File: src/rtl/fib_frame_stack_if.sv
// Request/response bundle between the Fibonacci control FSM (master) and the
// frame stack (slave). WIDTH is the data word width, CNT_W the count width.
interface fib_frame_stack_if #(
   parameter int unsigned WIDTH = 8,
   parameter int unsigned CNT_W = 4
);
   logic             push;
   logic             pop;
   logic [WIDTH-1:0] din;
   logic [WIDTH-1:0] tos;
   logic [WIDTH-1:0] nos;
   logic [CNT_W-1:0] count;
   logic             empty;
   logic             full;
   logic             ack;
   logic             err;

   modport master (
      output push, pop, din,
      input  tos, nos, count, empty, full, ack, err
   );

   modport slave (
      input  push, pop, din,
      output tos, nos, count, empty, full, ack, err
   );
endinterface

File: src/rtl/fib_frame_stack.sv
// Flip-flop LIFO holding recursion frames for the stack-based Fibonacci datapath.
// Top and next-on-stack are kept in dedicated registers so both are visible
// without a read strobe; every output is registered.
// Optional sticky error flag: define FIB_FRAME_STACK_ERR_EN.
module fib_frame_stack #(
   parameter int unsigned WIDTH = 8,
   parameter int unsigned DEPTH = 8,
   parameter int unsigned CNT_W = 4
) (
   input logic              clk,
   input logic              clr,
   fib_frame_stack_if.slave bus
);
   localparam int unsigned AW = $clog2(DEPTH);

   typedef enum logic [2:0] {
      OpIdle,
      OpPush,
      OpPop,
      OpReplace,
      OpOverflow,
      OpUnderflow
   } op_e;

   logic [WIDTH-1:0] mem_q [DEPTH];
   logic [WIDTH-1:0] mem_d [DEPTH];
   logic [WIDTH-1:0] tos_q, tos_d;
   logic [WIDTH-1:0] nos_q, nos_d;
   logic [CNT_W-1:0] count_q, count_d;
   logic             empty_q, empty_d;
   logic             full_q, full_d;
   logic             ack_q, ack_d;
   logic [AW-1:0]    wr_idx, top_idx, nos_idx;
   op_e              op;

   assign wr_idx  = AW'(count_q);
   assign top_idx = AW'(count_q - CNT_W'(1));
   assign nos_idx = AW'(count_q - CNT_W'(3));

   // Classify the sampled request; push+pop on an empty stack degrades to a push.
   always_comb begin
      op = OpIdle;
      if (bus.push && (!bus.pop || empty_q)) begin
         op = full_q ? OpOverflow : OpPush;
      end else if (bus.push && bus.pop) begin
         op = OpReplace;
      end else if (bus.pop) begin
         op = empty_q ? OpUnderflow : OpPop;
      end
   end

   // Next state for storage, top/next registers, count and flags.
   always_comb begin
      mem_d   = mem_q;
      tos_d   = tos_q;
      nos_d   = nos_q;
      count_d = count_q;
      ack_d   = 1'b0;
      unique case (op)
         OpPush: begin
            mem_d[wr_idx] = bus.din;
            count_d       = count_q + CNT_W'(1);
            tos_d         = bus.din;
            nos_d         = tos_q;
            ack_d         = 1'b1;
         end
         OpPop: begin
            count_d = count_q - CNT_W'(1);
            tos_d   = nos_q;
            // The entry two below the old top becomes next-on-stack, if it exists.
            nos_d   = (count_q >= CNT_W'(3)) ? mem_q[nos_idx] : '0;
            ack_d   = 1'b1;
         end
         OpReplace: begin
            mem_d[top_idx] = bus.din;
            tos_d          = bus.din;
            ack_d          = 1'b1;
         end
         default: ;
      endcase
      empty_d = (count_d == '0);
      full_d  = (count_d == CNT_W'(DEPTH));
   end

   // State registers with asynchronous clear.
   always_ff @(posedge clk or posedge clr) begin
      if (clr) begin
         mem_q   <= '{default: '0};
         tos_q   <= '0;
         nos_q   <= '0;
         count_q <= '0;
         empty_q <= 1'b1;
         full_q  <= 1'b0;
         ack_q   <= 1'b0;
      end else begin
         mem_q   <= mem_d;
         tos_q   <= tos_d;
         nos_q   <= nos_d;
         count_q <= count_d;
         empty_q <= empty_d;
         full_q  <= full_d;
         ack_q   <= ack_d;
      end
   end

`ifdef FIB_FRAME_STACK_ERR_EN
   logic err_q, err_d;

   // Sticky error: any rejected push or pop sets it until the next clear.
   always_comb begin
      err_d = err_q | (op == OpOverflow) | (op == OpUnderflow);
   end

   // Error flag register.
   always_ff @(posedge clk or posedge clr) begin
      if (clr) begin
         err_q <= 1'b0;
      end else begin
         err_q <= err_d;
      end
   end

   assign bus.err = err_q;
`else
   assign bus.err = 1'b0;
`endif

   assign bus.tos   = tos_q;
   assign bus.nos   = nos_q;
   assign bus.count = count_q;
   assign bus.empty = empty_q;
   assign bus.full  = full_q;
   assign bus.ack   = ack_q;
endmodule
File: src/flat_wrapper.sv
// flat-port wrapper written by rule: the top's interface ports become plain ports
module fib_frame_stack_flat 
#(
   parameter int unsigned WIDTH = 8,
   parameter int unsigned DEPTH = 8,
   parameter int unsigned CNT_W = 4
)
  (clk, clr, bus_push, bus_pop, bus_din, bus_tos, bus_nos, bus_count, bus_empty, bus_full, bus_ack, bus_err);
  fib_frame_stack_if #(.WIDTH(WIDTH), .CNT_W(CNT_W)) bus_i ();
  input logic clk;
  input logic clr;
  input wire logic [$bits(bus_i.push)-1:0] bus_push;
  input wire logic [$bits(bus_i.pop)-1:0] bus_pop;
  input wire logic [$bits(bus_i.din)-1:0] bus_din;
  output wire logic [$bits(bus_i.tos)-1:0] bus_tos;
  output wire logic [$bits(bus_i.nos)-1:0] bus_nos;
  output wire logic [$bits(bus_i.count)-1:0] bus_count;
  output wire logic [$bits(bus_i.empty)-1:0] bus_empty;
  output wire logic [$bits(bus_i.full)-1:0] bus_full;
  output wire logic [$bits(bus_i.ack)-1:0] bus_ack;
  output wire logic [$bits(bus_i.err)-1:0] bus_err;
  assign bus_i.push = bus_push;
  assign bus_i.pop = bus_pop;
  assign bus_i.din = bus_din;
  assign bus_tos = bus_i.tos;
  assign bus_nos = bus_i.nos;
  assign bus_count = bus_i.count;
  assign bus_empty = bus_i.empty;
  assign bus_full = bus_i.full;
  assign bus_ack = bus_i.ack;
  assign bus_err = bus_i.err;
  fib_frame_stack #(.WIDTH(WIDTH), .DEPTH(DEPTH), .CNT_W(CNT_W)) u_core (.clk(clk), .clr(clr), .bus(bus_i));
endmodule
File: config.mk
export PLATFORM = sky130hd
export DESIGN_NAME = fib_frame_stack_flat
export DESIGN_NICKNAME = d
export VERILOG_FILES = /design/src/rtl/fib_frame_stack_if.sv /design/src/rtl/fib_frame_stack.sv /design/src/flat_wrapper.sv
export SDC_FILE = /design/constraint.sdc
export NUM_CORES = 1
export LEC_CHECK = 0
export CAP_MARGIN = 0
export CORE_ASPECT_RATIO = 0.7
export CORE_MARGIN = 1.5
export CORE_UTILIZATION = 50
export DETAILED_ROUTE_END_ITERATION = 16
export MAX_ROUTING_LAYER = met4
export PLACE_DENSITY = 0.69
export SLEW_MARGIN = 30
export SYNTH_ARGS = -nofsm -noshare
export SYNTH_HDL_FRONTEND = slang
export SYNTH_SLANG_ARGS = --single-unit
File: constraint.sdc
create_clock -name clk -period 3.61 [get_ports clk]
set_input_delay 0.722 -clock clk [delete_from_list [all_inputs] [get_ports clk]]
set_output_delay 0.722 -clock clk [all_outputs]
set_load 0.02 [all_outputs]
==> summary.txt, run 1 <==
Final layout
  • Multi-input gate area: 1982 um^2
  • Fillcell total: 660
  • Area growth from synthesis to layout: 18.49%
  • Total Nets Final: 357
  • Commonest non-fill, non-tap cell in the layout: dfrtp_1
  • Antenna fix cells: 0
  • Post-Layout Cell Count: 452
  • Layout cells sized above 1: 34.29%
  • Commonest cells after routing, fill and taps aside: dfrtp_1, mux2_2, clkdlybuf4s50_1, a21oi_1
  • FF/Latch Area: 2178 um^2

Synth
  • Post-synth ARST share: 100.0%
  • Area share of the largest cell type after synthesis: 50.25%
  • Top FF cell, synth: dfrtp_1
  • Synth top area cells: dfrtp_1, mux2_2, mux4_2
  • Net Count, Synth: 320
  • Synth Register Bits: 87
  • Post-synth EDFFs: 0
  • Synth Cell Area: 4283 um^2
  • Syn. warnings: 0
  • Mapped Cells: 306
  • Sequential cell area fraction in the yosys report: 50.86%
  • Syn avg cell area: 14.00 um^2
  • Dominant cell type by area after synthesis: dfrtp_1
  • Distinct cells, synth: 48

GRT
  • Total GRT Usage: 24.94%
  • Initial antenna violation count: 0
  • First-pass GRT wire length: 16070 um
  • Vias in the first global route: 2857
  • Global route total overflow: 0
  • Largest net degree at the start of global routing: 48

Floorplanning
  • Die Y: 80.44 um
  • Row Count: 28
  • Starting Density: 51.15%
  • Die area: 9139 um^2
  • Ports: 36
  • Placeable Area: 8373 um^2
  • Die Width: 113.6 um

Timing
  • Worst Skew: 6.150 ps
  • Final Hold Vio Count: 0
  • Slew headroom: 47.76%
  • Hold slack final: 502.0 ps
  • Minimum clock period: 2723 ps
  • Tcrit/Tclk final: 75.42%
  • Upper clock frequency limit: 367.3 MHz
  • Slew of the pin with the lowest slew margin: 783.6 ps
  • RSZ-0062 raised after global routing: no
  • Total Neg Setup Slack: 0 ps
  • Final Max Tran Viols: 0
  • Final Setup Violations: 0

Detailed routing
  • Pre-Repair DR Iteration Count: 5
  • Vias per cell: 6.277
  • Final wirelength: 10180 um
  • Residual DRC: 0
  • DR iter-0 viols: 187
  • Vias: 2837
  • WL/cell: 22.53 um
  • Post-route ant nets: 0

Place
  • I/O Buffers: 34
  • Hpwl dp: 6797 um
  • GPL Wtd Cong: 0.8204
  • Placed Instances: 437

Clock tree
  • Hold Buf Count CTS: 0
  • Total CTS buffers: 9
  • Clock slew at reported path FFs: 60 ps
  • H-tree levels: 3
  • Postcts setup bufs: 0
  • Clock Latency Late Sink: 340 ps
  • # clock sinks: 87
  • CTS tree: done
  • # resized after CTS: 0
  • Clock buffer depth: 2
  • Clk root buf: clkbuf_16

Min path
  • Hold crit path type: register to register

Worst setup path
  • CP required: 3830 ps
  • CP Class: input pin to register
  • CP Capture Type: register
  • Critical Path AT: 2940 ps
  • CP Launch Type: input pin
  • Crit path max fanout: 8

Status
  • Status: finished clean

Run
  • Max-cap violations: 0

Pwr
  • Max VDD drop: 0.0004737 V
  • Lkg Pwr: 0.002083 uW
  • Pwr/cell area: 1007 nW/um^2
critical path, cell delays in order:
cell,delay [ps]
clkdlybuf4s50_1,540
nor2b_1,460
nand4_1,320
mux2i_4,500
mux2_2,400
through the flow:
step / setup slack, ps / util [%] / total power, uW / cell area, um^2
global placement: 640.6 / 56.60 / 3994 / 4740
global route: 737.8 / 60.61 / 5371 / 5075
CTS: 917.8 / 60.61 / 5131 / 5075
floorplan: 639.5 / - / 3380 / 4283
detailed placement: 573.7 / 56.60 / 4068 / 4740
finish: 887.5 / 60.61 / 5111 / 5075
power breakdown:
part | internal, uW | switching [uW]
sequential | 1450 | 333
clock | 671 | 376
combinational | 1240 | 1040
total | 3360 | 1750
area by class of cell:
cell class,count,share of cell area (%)
Tap cell,105,2.589
Timing Repair Buffer,41,7.988
Clock buffer,9,4.438
Multi-Input combinational cell,193,39.05
Clock inverter,6,2.170
Inverter,11,0.8383
Sequential cell,87,42.92
metal layers:
| metal | up-vias | routed length (um) | track usage (%) |
|---|---|---|---|
| met3 | 26 | 770 | 5.509 |
| met4 | 0 | 270 | 10.13 |
| met2 | 131 | 4426 | 34.76 |
| met5 | - | 0 | - |
| met1 | 1436 | 4716 | 35.52 |
| li1 | 1244 | - | - |
state kept, by name, summed over array words and instances, names as in the netlist:
signal,flops
u_core.mem_q,64
u_core.bus.nos,8
u_core.bus.tos,8
u_core.bus.count,4
u_core.bus.ack,1
u_core.bus.empty,1
u_core.bus.full,1
synthesized netlist by cell type (all sizes together), types with 3 or more instances:
cell    count
and3        3
mux4       16
o22ai      15
a211o       7
buf        10
a211oi      4
mux2       64
clkbuf      5
nor4        4
inv        11
mux2i       6
o21ai       9
nand2b      3
nand3b      3
nand2       3
nor3        9
dfrtp      86
a21oi      19
cell families after synthesis:
group	share of synthesized area (%)
flip-flops	50.86
adder cells (fa/ha/maj)	0.5842
buffers and inverters	2.863
XOR/XNOR	0.4091
AND/OR/NAND/NOR	6.953
multiplexers	29.80
AO/OA/AOI/OAI	8.443
other	0.08756
final timing paths:
| check | startpoint | end | slack [ps] | cells after the start |
|---|---|---|---|---|
| max | bus_pop | u_core.mem_q[48] | 890 | 5 |
| min | u_core.mem_q[54] | u_core.mem_q[54] | 500 | 1 |
| max reg2reg | u_core.bus.count[1] | u_core.mem_q[36] | 1010 | 6 |
| min reg2reg | u_core.mem_q[54] | u_core.mem_q[54] | 500 | 1 |
| max in group asynchronous | clr | u_core.bus.empty | 2060 | 3 |
| min in group asynchronous | clr | u_core.mem_q[26] | 800 | 2 |
No activity file was read; power rests on OpenSTA's default activity.
==> inputs of run 2 (changes only) <==
==> constraint.sdc (replaced) <==
create_clock -name clk -period 2.6 [get_ports clk]
set_input_delay 0.52 -clock clk [delete_from_list [all_inputs] [get_ports clk]]
set_output_delay 0.52 -clock clk [all_outputs]
set_load 0.02 [all_outputs]
==> run 2 against run 1 <==
  * Sequential cell count is the same
  * Final cell count grew 5.8%
  * Non-clock buffer count is 25 higher
  * Clock skew rose by 4.2 ps
  * Worst hold slack improved by 1.7 ps
  * Critical endpoint is now bus_count[0]
==> summary.txt, run 2 (synthesis results as in run 1) <==
Floorplanning
  • Die Width: 113.6 um (unchanged)
  • Placeable Area: 8373 um^2 (unchanged)
  • Die area: 9139 um^2 (unchanged)
  • Die Y: 80.44 um (unchanged)
  • Ports: 36 (unchanged)
  • Starting Density: 51.15% (unchanged)
  • Row Count: 28 (unchanged)

Min path
  • Hold depth: 1 (unchanged)
  • Hold Path Origin: u_core.mem_q[6]
  • Hold crit path type: register to register
  • Worst Hold Endpoint: u_core.mem_q[6]

Clock tree
  • Clock slew at reported path FFs: 60 ps (about the same)
  • Total CTS buffers: 9 (unchanged)
  • Clock Latency Late Sink: 350 ps (about the same)
  • # clock sinks: 87 (unchanged)
  • Postcts setup bufs: 0 (unchanged)
  • Hold Buf Count CTS: 0 (unchanged)
  • Clk root buf: clkbuf_16
  • # resized after CTS: 0 (unchanged)
  • H-tree levels: 3 (unchanged)
  • Clock buffer depth: 2 (unchanged)
  • CTS tree: done

Timing
  • Upper clock frequency limit: 420.2 MHz
  • Hold slack final: 503.6 ps (+1.661 ps)
  • Final Hold Vio Count: 0 (unchanged)
  • Minimum clock period: 2380 ps
  • Slew headroom: 57.21% (+9.5 points)
  • Final Max Tran Viols: 0 (unchanged)
  • Final worst setup slack: 220.3 ps (-667.2 ps)
  • Tcrit/Tclk final: 91.53%
  • Slew of the pin with the lowest slew margin: 636.0 ps (-147.7 ps)
  • Worst Skew: 10.34 ps (+4.186 ps)
  • RSZ-0062 raised after global routing: no
  • Final Setup Violations: 0 (unchanged)

Place
  • Place WS: -3.011 ps (-576.7 ps)
  • I/O Buffers: 34 (unchanged)
  • GPL Wtd Cong: 0.8697 (+6.0%)
  • Hpwl dp: 7375 um (+8.5%)

Detailed routing
  • Vias per cell: 6.165 (-1.8%)
  • Vias: 2947 (+3.9%)
  • Residual DRC: 0 (unchanged)
  • DR iter-0 viols: 264 (+41%)
  • Post-route ant nets: 0 (unchanged)
  • Final wirelength: 10870 um (+6.8%)
  • WL/cell: 22.75 um (+0.96%)
  • Pre-Repair DR Iteration Count: 4 (-1)

Pwr
  • Pwr/cell area: 1353 nW/um^2 (+34%)
  • Max VDD drop: 0.0006481 V (+37%)
  • Lkg Pwr: 0.002200 uW (+5.6%)

Worst setup path
  • CP required: 2080 ps (-1750 ps)
  • Critical Path Stages: 2 (-3)
  • Critical path's slowest cell: clkdlybuf4s50_1
  • Critical Path AT: 1860 ps (-1080 ps)
  • Crit path max fanout: 24 (+16)
  • CP Capture Type: primary output
  • CP Class: register to primary output
  • Critical Path Source: u_core.bus.count[0]
  • Setup slack, reg-to-reg: 310 ps (-700 ps)
  • Reg-to-Reg Start: u_core.bus.count[1]
  • Crit-path cells: buf_4 > clkdlybuf4s50_1
  • R2r worst-path depth: 7 (+1)
  • R2R Path End: u_core.mem_q[41]
  • Cell family with the largest share of critical-path delay: buffers and inverters
  • CP peak stage delay: 700 ps (+160 ps)
  • WP buf/inv: 2 (+1)
  • CP Launch Type: register

Final layout
  • Total Nets Final: 382 (+7.0%)
  • Biggest register: u_core.mem_q
  • Layout cells sized above 1: 38.61% (+4.3 points)
  • Antenna fix cells: 0 (unchanged)
  • Fillcell total: 650 (-1.5%)
  • Number of flip-flops in the largest register: 64 (unchanged)
  • Area growth from synthesis to layout: 23.49%
  • Commonest cells after routing, fill and taps aside: dfrtp_1, mux2_2, clkdlybuf4s50_1, buf_4, a21oi_1
  • Commonest non-fill, non-tap cell in the layout: dfrtp_1

Run
  • Max-cap violations: 0 (unchanged)

GRT
  • First-pass GRT wire length: 17460 um (+8.6%)
  • Vias in the first global route: 3003 (+5.1%)
  • Total GRT Usage: 27.19% (+2.3 points)
  • Global route total overflow: 0 (unchanged)
  • Initial antenna violation count: 0 (unchanged)
  • Largest net degree at the start of global routing: 59 (+23%)

Status
  • Status: finished clean
## run 2: cell types whose count changed in the layout (fill, tap and decap cells not counted), sizes merged
cell / change
buf: +25
bufinv: -2
inv: +2
clkbuf: +1
clkinv: -1
clkinvlp: +1
## run 2: through the flow
step	util, %	std cells	total power [uW]	setup TNS (ps)	area, um^2
2_1_floorplan	-	306	4694	0	4287
3_3_place_gp	59.62	462	5729	0	4992
3_5_place_dp	59.62	462	5827	-3.011	4992
4_1_cts	63.17	478	7166	0	5289
5_1_grt	63.17	478	7540	0	5289
6_report	63.17	478	7156	0	5289
## run 2: how the worst max path moves through the flow
stage,end,slack (ps)
floorplan,u_core.mem_q[32],50
global placement,u_core.mem_q[3],40
detailed placement,u_core.mem_q[4],-3
CTS,bus_count[0],200
global route,bus_count[0],120
finish,bus_count[0],220
## run 2: where the power goes
group	switching (uW)	total (uW)	internal, uW	leakage (uW)
clock network	556	1310	750	0.000139
logic	1500	3390	1890	0.00103
registers	443	2460	2020	0.00103
total	2490	7160	4660	0.00220
## run 2: layout make-up
| class | count | area (um^2) | share of cell area [%] |
|---|---|---|---|
| sequential | 87 | 2178 | 41.19 |
| multi-input combinational | 193 | 1982 | 37.47 |
| timing repair buffer | 66 | 655.6 | 12.40 |
| clock buffer | 10 | 229.0 | 4.329 |
| tap | 105 | 131.4 | 2.484 |
| clock inverter | 6 | 67.56 | 1.278 |
| inverter | 11 | 45.04 | 0.8517 |
## run 2: routing by layer
metal	share of wire, %	GRT usage, %	vias up	wire length [um]
met5	0	-	-	0
met4	0.62	6.250	0	67
met3	8.6	5.660	7	935
met2	47	41.20	117	5063
met1	44	38.18	1527	4805
li1	-	-	1296	-
==> inputs of run 3 (changes only) <==
--- a/config.mk
+++ b/config.mk
@@ -6,7 +6,7 @@
 export NUM_CORES = 1
 export LEC_CHECK = 0
 export CAP_MARGIN = 0
-export CORE_ASPECT_RATIO = 0.7
+export CORE_ASPECT_RATIO = 1.25
 export CORE_MARGIN = 1.5
 export CORE_UTILIZATION = 50
 export DETAILED_ROUTE_END_ITERATION = 16
==> run 3 against run 2 <==
  * Clock skew decreased by 0.85 ps
  * Final cell count fell by 2.7%
  * Via count fell by 2.1%
  * Utilization down 0.79 points
  * Power shrank 4.0%
  * Global-route usage decreased by 1.5 points
  * Sequential share of layout area rose by 0.96 points
  * Critical path depth rose by 5
  * Cell area shrank 2.3%
  * First-iteration DRC count is 51% lower
  * Maximum frequency is 5.3% higher
  * Setup slack improved by 120 ps
  * Highest routed layer unchanged
==> summary.txt, run 3 (synthesis results as in run 1) <==
Status
  • Status: finished clean

Pwr
  • Max VDD drop: 0.0006388 V (-1.4%)
  • Internal power: 4453 uW (-4.5%)
  • Fraction of power spent switching nets: 35.20% (+0.33 points)
  • NetSw: 2419 uW (-3.1%)
  • Lkg Pwr: 0.002151 uW (-2.2%)
  • Tot Pwr: 6872 uW (-4.0%)
  • Pwr/cell area: 1329 nW/um^2 (-1.7%)
  • Logic pwr share: 49.9% (+2.5 points)
  • Sequential Power Share: 35.5% (+1.1 points)
  • Clock share of power: 14.6% (-3.7 points)

Final layout
  • Number of flip-flops in the largest register: 64 (unchanged)
  • Commonest non-fill, non-tap cell in the layout: dfrtp_1
  • Post-Layout Cell Count: 465 (-2.7%)
  • Biggest register: u_core.mem_q
  • Area growth from synthesis to layout: 20.68%
  • Layout cells sized above 1: 37.23% (-1.4 points)
  • Commonest cells after routing, fill and taps aside: dfrtp_1, mux2_2, clkdlybuf4s50_1, buf_4, a21oi_1
  • Antenna fix cells: 0 (unchanged)
  • Total Nets Final: 378 (-1.0%)

Timing
  • Final Max Tran Viols: 0 (unchanged)
  • RSZ-0062 raised after global routing: no
  • Final Hold Vio Count: 0 (unchanged)
  • Tcrit/Tclk final: 86.88% (-4.6 points)
  • Slew of the pin with the lowest slew margin: 582.3 ps (-53.68 ps)
  • Upper clock frequency limit: 442.7 MHz (+5.3%)
  • Total Neg Setup Slack: 0 ps (unchanged)
  • Slew headroom: 61.18% (+4.0 points)
  • Worst Skew: 9.487 ps (-0.8499 ps)
  • Hold slack final: 507.6 ps (+3.957 ps)
  • Final Setup Violations: 0 (unchanged)
  • Minimum clock period: 2259 ps (-120.8 ps)

Detailed routing
  • Post-route ant nets: 0 (unchanged)
  • Pre-Repair DR Iteration Count: 5 (+1)
  • Final wirelength: 10320 um (-5.1%)
  • WL/cell: 22.19 um (-2.5%)
  • Residual DRC: 0 (unchanged)
  • Vias: 2885 (-2.1%)
  • DR iter-0 viols: 129 (-51%)
  • Vias per cell: 6.204 (+0.63%)

Min path
  • Hold Path Origin: u_core.mem_q[12]
  • Hold depth: 1 (unchanged)
  • Worst Hold Endpoint: u_core.mem_q[12]
  • Hold crit path type: register to register

Worst setup path
  • Critical Path AT: 2510 ps (+650 ps)
  • CP Class: register to register
  • CP required: 2850 ps (+770 ps)
  • WP buf/inv: 2 (unchanged)
  • CP Launch Type: register
  • R2r worst-path depth: 7 (unchanged)
  • CP peak stage delay: 470 ps (-230 ps)
  • R2R Path End: u_core.mem_q[40]
  • Reg-to-Reg Start: u_core.bus.count[1]
  • Cell family with the largest share of critical-path delay: multiplexers
  • Critical path's slowest cell: or3b_4
  • CP Capture Type: register
  • Crit path max fanout: 8 (-67%)
  • Crit-path cells: inv_1 > ha_1 > xnor2_1 > or3b_4 > mux2i_4 > buf_12 > mux2_4
  • Setup slack, reg-to-reg: 340 ps (+30 ps)

Floorplanning
  • Row Count: 37 (+32%)
  • Ports: 36 (unchanged)
  • Starting Density: 51.68% (+0.53 points)
  • Die Width: 85.78 um (-25%)
  • Die area: 9133 um^2 (about the same)
  • Placeable Area: 8287 um^2 (-1.0%)
  • Die Y: 106.5 um (+32%)

Place
  • Placed Instances: 450 (-2.6%)
  • Hpwl dp: 7035 um (-4.6%)
  • GPL Wtd Cong: 0.8717 (+0.23%)
  • I/O Buffers: 34 (unchanged)

GRT
  • Initial antenna violation count: 0 (unchanged)
  • First-pass GRT wire length: 16990 um (-2.7%)
  • Vias in the first global route: 3091 (+2.9%)
  • Global route total overflow: 0 (unchanged)
  • Total GRT Usage: 25.68% (-1.5 points)
  • Largest net degree at the start of global routing: 88 (+49%)

Clock tree
  • CTS tree: done
  • # resized after CTS: 0 (unchanged)
  • Total CTS buffers: 9 (unchanged)
  • Postcts setup bufs: 0 (unchanged)
  • H-tree levels: 3 (unchanged)
  • Clock Latency Late Sink: 360 ps (about the same)
  • Clock slew at reported path FFs: 80 ps (+20 ps)
  • Hold Buf Count CTS: 0 (unchanged)
  • Clock buffer depth: 2 (unchanged)
  • Clk root buf: clkbuf_8
  • # clock sinks: 87 (unchanged)

Run
  • Max-cap violations: 0 (unchanged)
run 3: cell types whose count changed in the layout (fill, tap and decap cells not counted), sizes merged:
cell      change
bufinv        +1
clkbuf        +2
clkinvlp      -2
buf           -4
inv           -2
run 3: metal layers:
metal | up-vias | global-route usage (%) | wire, um
li1 | 1270 | - | -
met1 | 1480 | 33.84 | 4356
met2 | 123 | 39.71 | 5182
met3 | 12 | 4.969 | 596
met4 | 0 | 9.677 | 182
met5 | - | - | 0
run 3: power by group through the flow:
stage | Combinational [uW] | Sequential (uW) | Clock [uW]
after CTS | 3440 | 2430 | 1020
after detailed placement | 3440 | 2450 | 0
final | 3430 | 2440 | 1000
after global placement | 3360 | 2420 | 0
after floorplan | 2220 | 2480 | 0
after global routing | 3660 | 2520 | 1080
run 3: stage by stage:
| step | instance area [um^2] | util (%) | setup slack (ps) |
|---|---|---|---|
| CTS | 5169 | 62.37 | 332.3 |
| finish | 5169 | 62.37 | 341.0 |
| global placement | 4965 | 59.91 | 42.83 |
| floorplan | 4287 | - | 46.37 |
| detailed placement | 4965 | 59.91 | 12.48 |
| global route | 5169 | 62.37 | 279.6 |
run 3: cell type report:
type	count	area [um^2]
Timing Repair Buffer	62	638.1
Clock buffer	12	135.1
Clock inverter	3	68.82
Fill cell	648	3118
Multi-Input combinational cell	193	1982
Tap cell	97	121.4
Sequential cell	87	2178
Inverter	11	45.04
run 3: worst max path at each step:
| stage | from | endpoint | slack, ps | cells after the start |
|---|---|---|---|---|
| 2_1_floorplan | u_core.bus.count[0] | u_core.mem_q[32] | 50 | 7 |
| 3_3_place_gp | bus_pop | u_core.mem_q[42] | 40 | 7 |
| 3_5_place_dp | bus_pop | u_core.mem_q[40] | 10 | 7 |
| 4_1_cts | u_core.bus.count[1] | u_core.mem_q[40] | 330 | 7 |
| 5_1_grt | u_core.bus.count[1] | u_core.mem_q[38] | 280 | 7 |
| 6_report | u_core.bus.count[1] | u_core.mem_q[40] | 340 | 7 |
